### config.mk
export PLATFORM = sky130hd
export DESIGN_NAME = alu_serial_nbit
export DESIGN_NICKNAME = d
export VERILOG_FILES = /design/src/rtl/alu_serial_nbit.sv
export SDC_FILE = /design/constraint.sdc
export NUM_CORES = 1
export LEC_CHECK = 0
export BUFFER_PORTS_ARGS = -buffer_cell sky130_fd_sc_hd__buf_2
export CORE_MARGIN = 4
export CORE_UTILIZATION = 58
export DETAILED_ROUTE_END_ITERATION = 7
export GPL_TIMING_DRIVEN = 0
export PLACE_DENSITY = 0.87
export SLEW_MARGIN = 20
export SYNTH_ARGS = -nofsm -noshare
export SYNTH_HDL_FRONTEND = slang
export SYNTH_SLANG_ARGS = --single-unit
### constraint.sdc
create_clock -name clk -period 4.8 [get_ports clk]
set_input_delay 1.2 -clock clk [delete_from_list [all_inputs] [get_ports clk]]
set_output_delay 1.2 -clock clk [all_outputs]
set_load 0.01 [all_outputs]
### src/rtl/alu_serial_nbit.sv
// Bit-serial n-bit ALU: one operation per request, processed LSB-first at one bit per clock.
// Define ALU_FLAGS_EN to add the registered zero and signed-overflow outputs.
module alu_serial_nbit #(
    parameter int X = 32
) (
    input  logic         clk,
    input  logic         rst_n,
    input  logic         in_valid,
    output logic         in_ready,
    input  logic [X-1:0] a,
    input  logic [X-1:0] b,
    input  logic         c_in,
    input  logic [2:0]   ALop,
    output logic         out_valid,
    input  logic         out_ready,
    output logic [X:0]   result
`ifdef ALU_FLAGS_EN
    ,
    output logic         zero,
    output logic         ovf
`endif
);

    typedef enum logic [1:0] {S_IDLE, S_SHIFT, S_DONE} state_t;
    typedef enum logic [2:0] {
        OP_AND  = 3'b000, OP_OR  = 3'b001, OP_XOR  = 3'b010, OP_NOR = 3'b011,
        OP_ADD  = 3'b100, OP_SUB = 3'b101, OP_PASS = 3'b110, OP_NOT = 3'b111
    } op_t;

    localparam int              CW       = $clog2(X + 1);
    localparam logic [CW-1:0]   LAST_CNT = CW'(X - 1);

    state_t        state_q, state_d;
    op_t           op_q, op_d;
    logic [X-1:0]  a_q, a_d, b_q, b_d, res_q, res_d;
    logic          carry_q, carry_d, top_q, top_d;
    logic [CW-1:0] cnt_q, cnt_d;
`ifdef ALU_FLAGS_EN
    logic          zero_q, zero_d, ovf_q, ovf_d;
`endif

    logic a_bit, b_eff, sum_bit, cout_bit, r_bit, is_arith;

    // SUB is a + ~b + c_in, so only the B bit entering the adder is inverted.
    assign is_arith = (op_q == OP_ADD) || (op_q == OP_SUB);
    assign a_bit    = a_q[0];
    assign b_eff    = (op_q == OP_SUB) ? ~b_q[0] : b_q[0];
    assign sum_bit  = a_bit ^ b_eff ^ carry_q;
    assign cout_bit = (a_bit & b_eff) | (a_bit & carry_q) | (b_eff & carry_q);

    // NOTE: every _d is given its hold value first, so no path through this block can infer a latch.
    always_comb begin
        state_d = state_q;
        op_d    = op_q;
        a_d     = a_q;
        b_d     = b_q;
        res_d   = res_q;
        carry_d = carry_q;
        top_d   = top_q;
        cnt_d   = cnt_q;
`ifdef ALU_FLAGS_EN
        zero_d  = zero_q;
        ovf_d   = ovf_q;
`endif
        unique case (op_q)
            OP_AND:  r_bit = a_bit & b_q[0];
            OP_OR:   r_bit = a_bit | b_q[0];
            OP_XOR:  r_bit = a_bit ^ b_q[0];
            OP_NOR:  r_bit = ~(a_bit | b_q[0]);
            OP_PASS: r_bit = a_bit;
            OP_NOT:  r_bit = ~a_bit;
            default: r_bit = sum_bit;
        endcase

        unique case (state_q)
            S_IDLE: begin
                if (in_valid) begin
                    state_d = S_SHIFT;
                    op_d    = op_t'(ALop);
                    a_d     = a;
                    b_d     = b;
                    carry_d = c_in;
                    cnt_d   = '0;
                end
            end
            S_SHIFT: begin
                res_d   = {r_bit, res_q[X-1:1]};
                a_d     = a_q >> 1;
                b_d     = b_q >> 1;
                carry_d = is_arith ? cout_bit : carry_q;
                cnt_d   = cnt_q + CW'(1);
                if (cnt_q == LAST_CNT) begin
                    state_d = S_DONE;
                    cnt_d   = '0;
                    // The top result bit reports borrow for SUB, i.e. the inverted adder carry.
                    top_d   = (op_q == OP_ADD) ? cout_bit :
                              (op_q == OP_SUB) ? ~cout_bit : 1'b0;
`ifdef ALU_FLAGS_EN
                    zero_d  = ({r_bit, res_q[X-1:1]} == '0);
                    ovf_d   = is_arith & (carry_q ^ cout_bit);
`endif
                end
            end
            S_DONE: begin
                if (out_ready) state_d = S_IDLE;
            end
            default: state_d = S_IDLE;
        endcase
    end

    // NOTE: state is updated with non-blocking assignments so every register samples pre-edge values.
    always_ff @(posedge clk or negedge rst_n) begin
        if (!rst_n) begin
            state_q <= S_IDLE;
            op_q    <= OP_AND;
            a_q     <= '0;
            b_q     <= '0;
            res_q   <= '0;
            carry_q <= 1'b0;
            top_q   <= 1'b0;
            cnt_q   <= '0;
`ifdef ALU_FLAGS_EN
            zero_q  <= 1'b0;
            ovf_q   <= 1'b0;
`endif
        end else begin
            state_q <= state_d;
            op_q    <= op_d;
            a_q     <= a_d;
            b_q     <= b_d;
            res_q   <= res_d;
            carry_q <= carry_d;
            top_q   <= top_d;
            cnt_q   <= cnt_d;
`ifdef ALU_FLAGS_EN
            zero_q  <= zero_d;
            ovf_q   <= ovf_d;
`endif
        end
    end

    assign in_ready  = (state_q == S_IDLE);
    assign out_valid = (state_q == S_DONE);
    assign result    = {top_q, res_q};
`ifdef ALU_FLAGS_EN
    assign zero      = zero_q;
    assign ovf       = ovf_q;
`endif

endmodule

After elaboration in Yosys (flattened, before gate mapping)
Cells that the tools add are included.
{"block": "classes", "muxes": 18, "n_reduce_logical": 9, "n_bitwise": 14, "n_addsub": 1, "eq_ne": 14}
{"operator": "$pmux W32 S2", "count": 2}
{"operator": "$mux W32", "count": 2}
{"operator": "$eq A3 B3 Y1 const B", "count": 4}
{"operator": "$mux W6", "count": 2}
{"operator": "$pmux W6 S2", "count": 1}
{"operator": "$add A6 B1 Y6 const B", "count": 1}
{"operator": "$eq A3 B2 Y1 const B", "count": 2}
{"operator": "$eq A6 B5 Y1 const B", "count": 1}
{"operator": "$mux W2", "count": 3}
{"operator": "$ne A2 B2 Y1 const B", "count": 3}
{"operator": "$pmux W1 S6", "count": 1}
{"operator": "$pmux W2 S3", "count": 1}
{"operator": "$reduce_and A2 Y1", "count": 3}
{"operator": "$reduce_and A3 Y1", "count": 2}
{"operator": "$mux W1", "count": 5}
{"operator": "$and A1 B1 Y1", "count": 4}
{"operator": "$not A1 Y1", "count": 4}
{"operator": "$eq A3 B1 Y1 const B", "count": 1}
{"operator": "$logic_not A3 Y1", "count": 1}
{"operator": "$or A1 B1 Y1", "count": 3}
{"operator": "$xor A1 B1 Y1", "count": 3}
{"operator": "$eq A2 B1 Y1 const B", "count": 1}
{"operator": "$eq A2 B2 Y1 const B", "count": 1}
{"operator": "$logic_not A2 Y1", "count": 1}
{"operator": "other kinds (4)", "count": 4}
{"block": "word_totals", "reg_bits": 109, "out_inout_bits": 35, "elab_cells": 64, "input_bits": 72}

Logic depth before layout (Yosys ltp)
{"block": "logic_depth", "depth_word": 8, "depth_mapped": 6, "ltp_nobuf": 6}

Worst setup path before layout
No wires, ideal clock.
{"block": "synth_path", "kind": "input to register", "startpoint": "input in_valid", "endpoint": "register a_q[10]", "stages": 5, "path_slack_ns": 2.627, "setup_time_ns": 0.132, "n_path_buf": 2, "arrival_ns": 2.041, "t_required_ns": 4.668, "path_cell_list": "nor3b_2 -> buf_4 -> buf_6 -> mux2i_1 -> o21ai_1"}
{"block": "synth_via", "elab_chain_cells": 2}
{"item": "start, declared", "line_no": "8", "rtl": "input logic in_valid,"}
{"item": "$ne A2 B2 Y1 (no source line)"}
{"item": "$reduce_and A2 Y1 (no source line)"}
{"item": "end signal, assigned", "line_no": "116", "rtl": "a_q <= '0;"}
{"item": "end signal, assigned", "line_no": "129", "rtl": "a_q <= a_d;"}
{"item": "end, declared", "line_no": "35", "rtl": "logic [X-1:0] a_q, a_d, b_q, b_d, res_q, res_d;"}
No other way between the ends.
A chain may end at the register's enable or synchronous reset.

Worst setup path after layout
{"block": "layout_path", "startpoint": "register state_q[1]", "endpoint": "output out_valid"}
{"block": "layout_via", "elab_chain_cells": 1}
{"item": "start, declared", "line_no": "33", "rtl": "state_t state_q, state_d;"}
{"item": "start signal, assigned", "line_no": "127", "rtl": "state_q <= state_d;"}
{"item": "$eq A2 B2 Y1", "line_no": "143", "rtl": "assign out_valid = (state_q == S_DONE);"}
{"item": "end, declared", "line_no": "14", "rtl": "output logic out_valid,"}
No other way between the ends.

==> impl_metrics.ini <==
[outcome]
outcome = finished, final reports clean

[die]
fp-row-count = 33
io_pins = 107
die_w_um = 99.60
core-area_um2 = 8175
die_area_um2 = 9919
fp.dieH_um = 99.60
initial_utilization_pct = 59.52

[global_route]
grt_pass1_vias = 3803
overflow = 0
grt_pass1_wl_mm = 17.71
gr-usage-all-layers_pct = 22.13
antenna_found_initial = 0
grt_max_degree = 58

[synthesis]
synth.most_common_cell = nand2_1
seq_area_frac_synth_pct = 56.06
avgSynthCellArea_um2 = 9.951
synth_cells = 489
syn_area_um2 = 4866
yosysWarnings = 0
synth_edf_count = 0
async_flop_share_pct = 100.0
synth_fp_nets = 565
yosysTopAreaCell = dfrtp_1
synth_cell_types = 30
synth-main-ff-cell = dfrtp_1
synth_seq_cells = 109
synth_top_area_share_pct = 56.06
synth_area_leaders = dfrtp_1, nand2_1, mux2i_1, o21ai_0, o21ai_1
synthTopCellsByCount = nand2_1, dfrtp_1, mux2i_1

[finish]
areaGrowthSynthToFinish_pct = 18.75
nNetsFinal = 683
drive_above_1_share_pct = 24.67
register_area_um2 = 2728
fin_area_um2 = 5778
multi_input_area_um2 = 1938
insertedDiodeCount = 0
nFillCells = 628

[power_and_ir_drop]
internal-power_mw = 2.025
power.total_mw = 3.257
vdd_drop_max_mv = 0.2394
seqPwrFrac_pct = 45.5
swShare_pct = 37.82
power_density_nw_per_um2 = 563.7
clkPwrFrac_pct = 18.3
total_leakage_power_nw = 2.781
pwr-share-comb_pct = 36.2
switchingPower_mw = 1.232

[critical_path]
cp-start-kind = flip-flop
critPathMaxFanout = 5
crit_chain = nor2b_1, buf_2
critical-path-slowest-cell = dfrtp_1
worst_setup_path_end_kind = primary output
critPathTopFamily = flip-flops
critical_path_required_ps = 3600
cp_num_buf_inv = 1
cp.arrival_ps = 1200
slowest_delay_ps = 450
crit_type = flip-flop to primary output

[sta]
tightest_slew_ps = 532.5
finalHoldViolCount = 0
max-slew-margin-rel_pct = 64.50
rsz0062_at_grt = no
finalCriticalPeriod_ps = 2400
slew_violations = 0
period_share_pct = 50.00
fin_skew_ps = 11.04
whs_ps = 486.6
timing.setup.tns_ps = 0
fmax_mhz = 416.6
finalSetupViolations = 0

[route]
vias_per_cell = 5.294
vias = 3796
ant_nets = 0
firstDrtPassIters = 4
drtIter0Drc = 159
wl_mm = 10.76
wl_per_cell_um = 15.00
drc = 0

[min_path]
hp-class = flip-flop to flip-flop

[clock_tree]
clk_pin_slew_ps = 110
cts_root_buf = clkbuf_8
cts_tree = built
numCtsBuffers = 9
hold_buffers = 0
cts_resized = 0
htreeDepth = 3
clockBufferDepth = 2
clock_latency_ps = 370
numClockSinks = 109
post_cts_buffers = 0

[placement]
hpwl_mm = 7.852
place_area_um2 = 5562
io_buffers = 106
gp_congestion = 0.8014

[flow_run]
cap_violations = 0
==> flip-flops by register name, summed over array words and instances, names as in the netlist <==
register and flops:
op_q 3, res_q 32, carry_q 1, a_q 32, top_q 1, b_q 32
state_q 2, cnt_q 6
==> final timing paths <==
path	from	cells after the start	to	slack (ps)
worst max-delay path	state_q[1]	2	out_valid	2400
worst min-delay path	res_q[0]	2	res_q[0]	490
worst max register to register	op_q[0]	6	res_q[31]	2820
worst min register to register	res_q[0]	2	res_q[0]	490
max in group asynchronous	rst_n	2	a_q[30]	3370
min in group asynchronous	rst_n	1	res_q[26]	780
==> kinds of logic (layout without fill, tap and decap cells) <==
group | after synthesis | in the layout | synth area share [%]
xor gates and xnor gates | 5 | 5 | 0.9001
and+or+nand+nor | 188 | 188 | 15.27
adders and majority gates | 4 | 4 | 1.183
muxes | 65 | 65 | 13.71
buffers and inverters | 37 | 160 | 4.114
AOI/OAI and AO/OA | 81 | 81 | 8.768
DFF | 109 | 109 | 56.06
==> per-stage QoR <==
step,worst slack [ps],instances,utilization [%]
final,2400,717,70.68
after global routing,2345,717,70.68
after CTS,2397,717,70.68
after detailed placement,2317,701,68.03
after global placement,1345,700,67.62
after floorplan,2627,489,-
==> cells in the final DEF, fill, tap and decap left out, types with 4 or more instances in the layout <==
cell type and n:
nand2_1 167, buf_2 118, dfrtp_1 109, mux2i_1 61
o21ai_0 46, o21ai_1 28, clkbuf_1 11, clkbuf_8 11
nor2_1 7, buf_4 6, inv_1 4, buf_6 4
nand3_1 4
==> power by group through the flow <==
stage                     logic, mW  registers (mW)  clock network, mW
after floorplan               0.774            1.50                  0
after global placement         1.12            1.48                  0
after detailed placement       1.19            1.50                  0
after CTS                      1.19            1.48              0.601
after global routing           1.33            1.53              0.641
final                          1.18            1.48              0.595
==> worst min-delay path: cells and delay by family, from the launching register on <==
family,cells,cell delay [ps]
flops,1,360
simple gates,2,100
==> area by class of cell <==
cell class / instances / share of cell area [%]
well taps: 105 / 2.274
flip-flops and latches: 109 / 47.21
plain buffers: 33 / 3.205
clock inverters: 5 / 1.126
inverters: 4 / 0.2599
clock buffers: 11 / 2.620
repair buffers: 107 / 9.766
multi-input cells: 343 / 33.54
==> routing by layer <==
layer / track usage, % / share of wire (%) / vias to the layer above / wire length (um)
li1: - / - / 1850 / -
met1: 28.65 / 43 / 1840 / 4617
met2: 38.48 / 50 / 98 / 5418
met3: 4.067 / 5.8 / 8 / 626
met4: 5.882 / 0.87 / 0 / 94
met5: 0 / 0 / - / 0
Note: power is estimated with default switching activity, not from simulation.
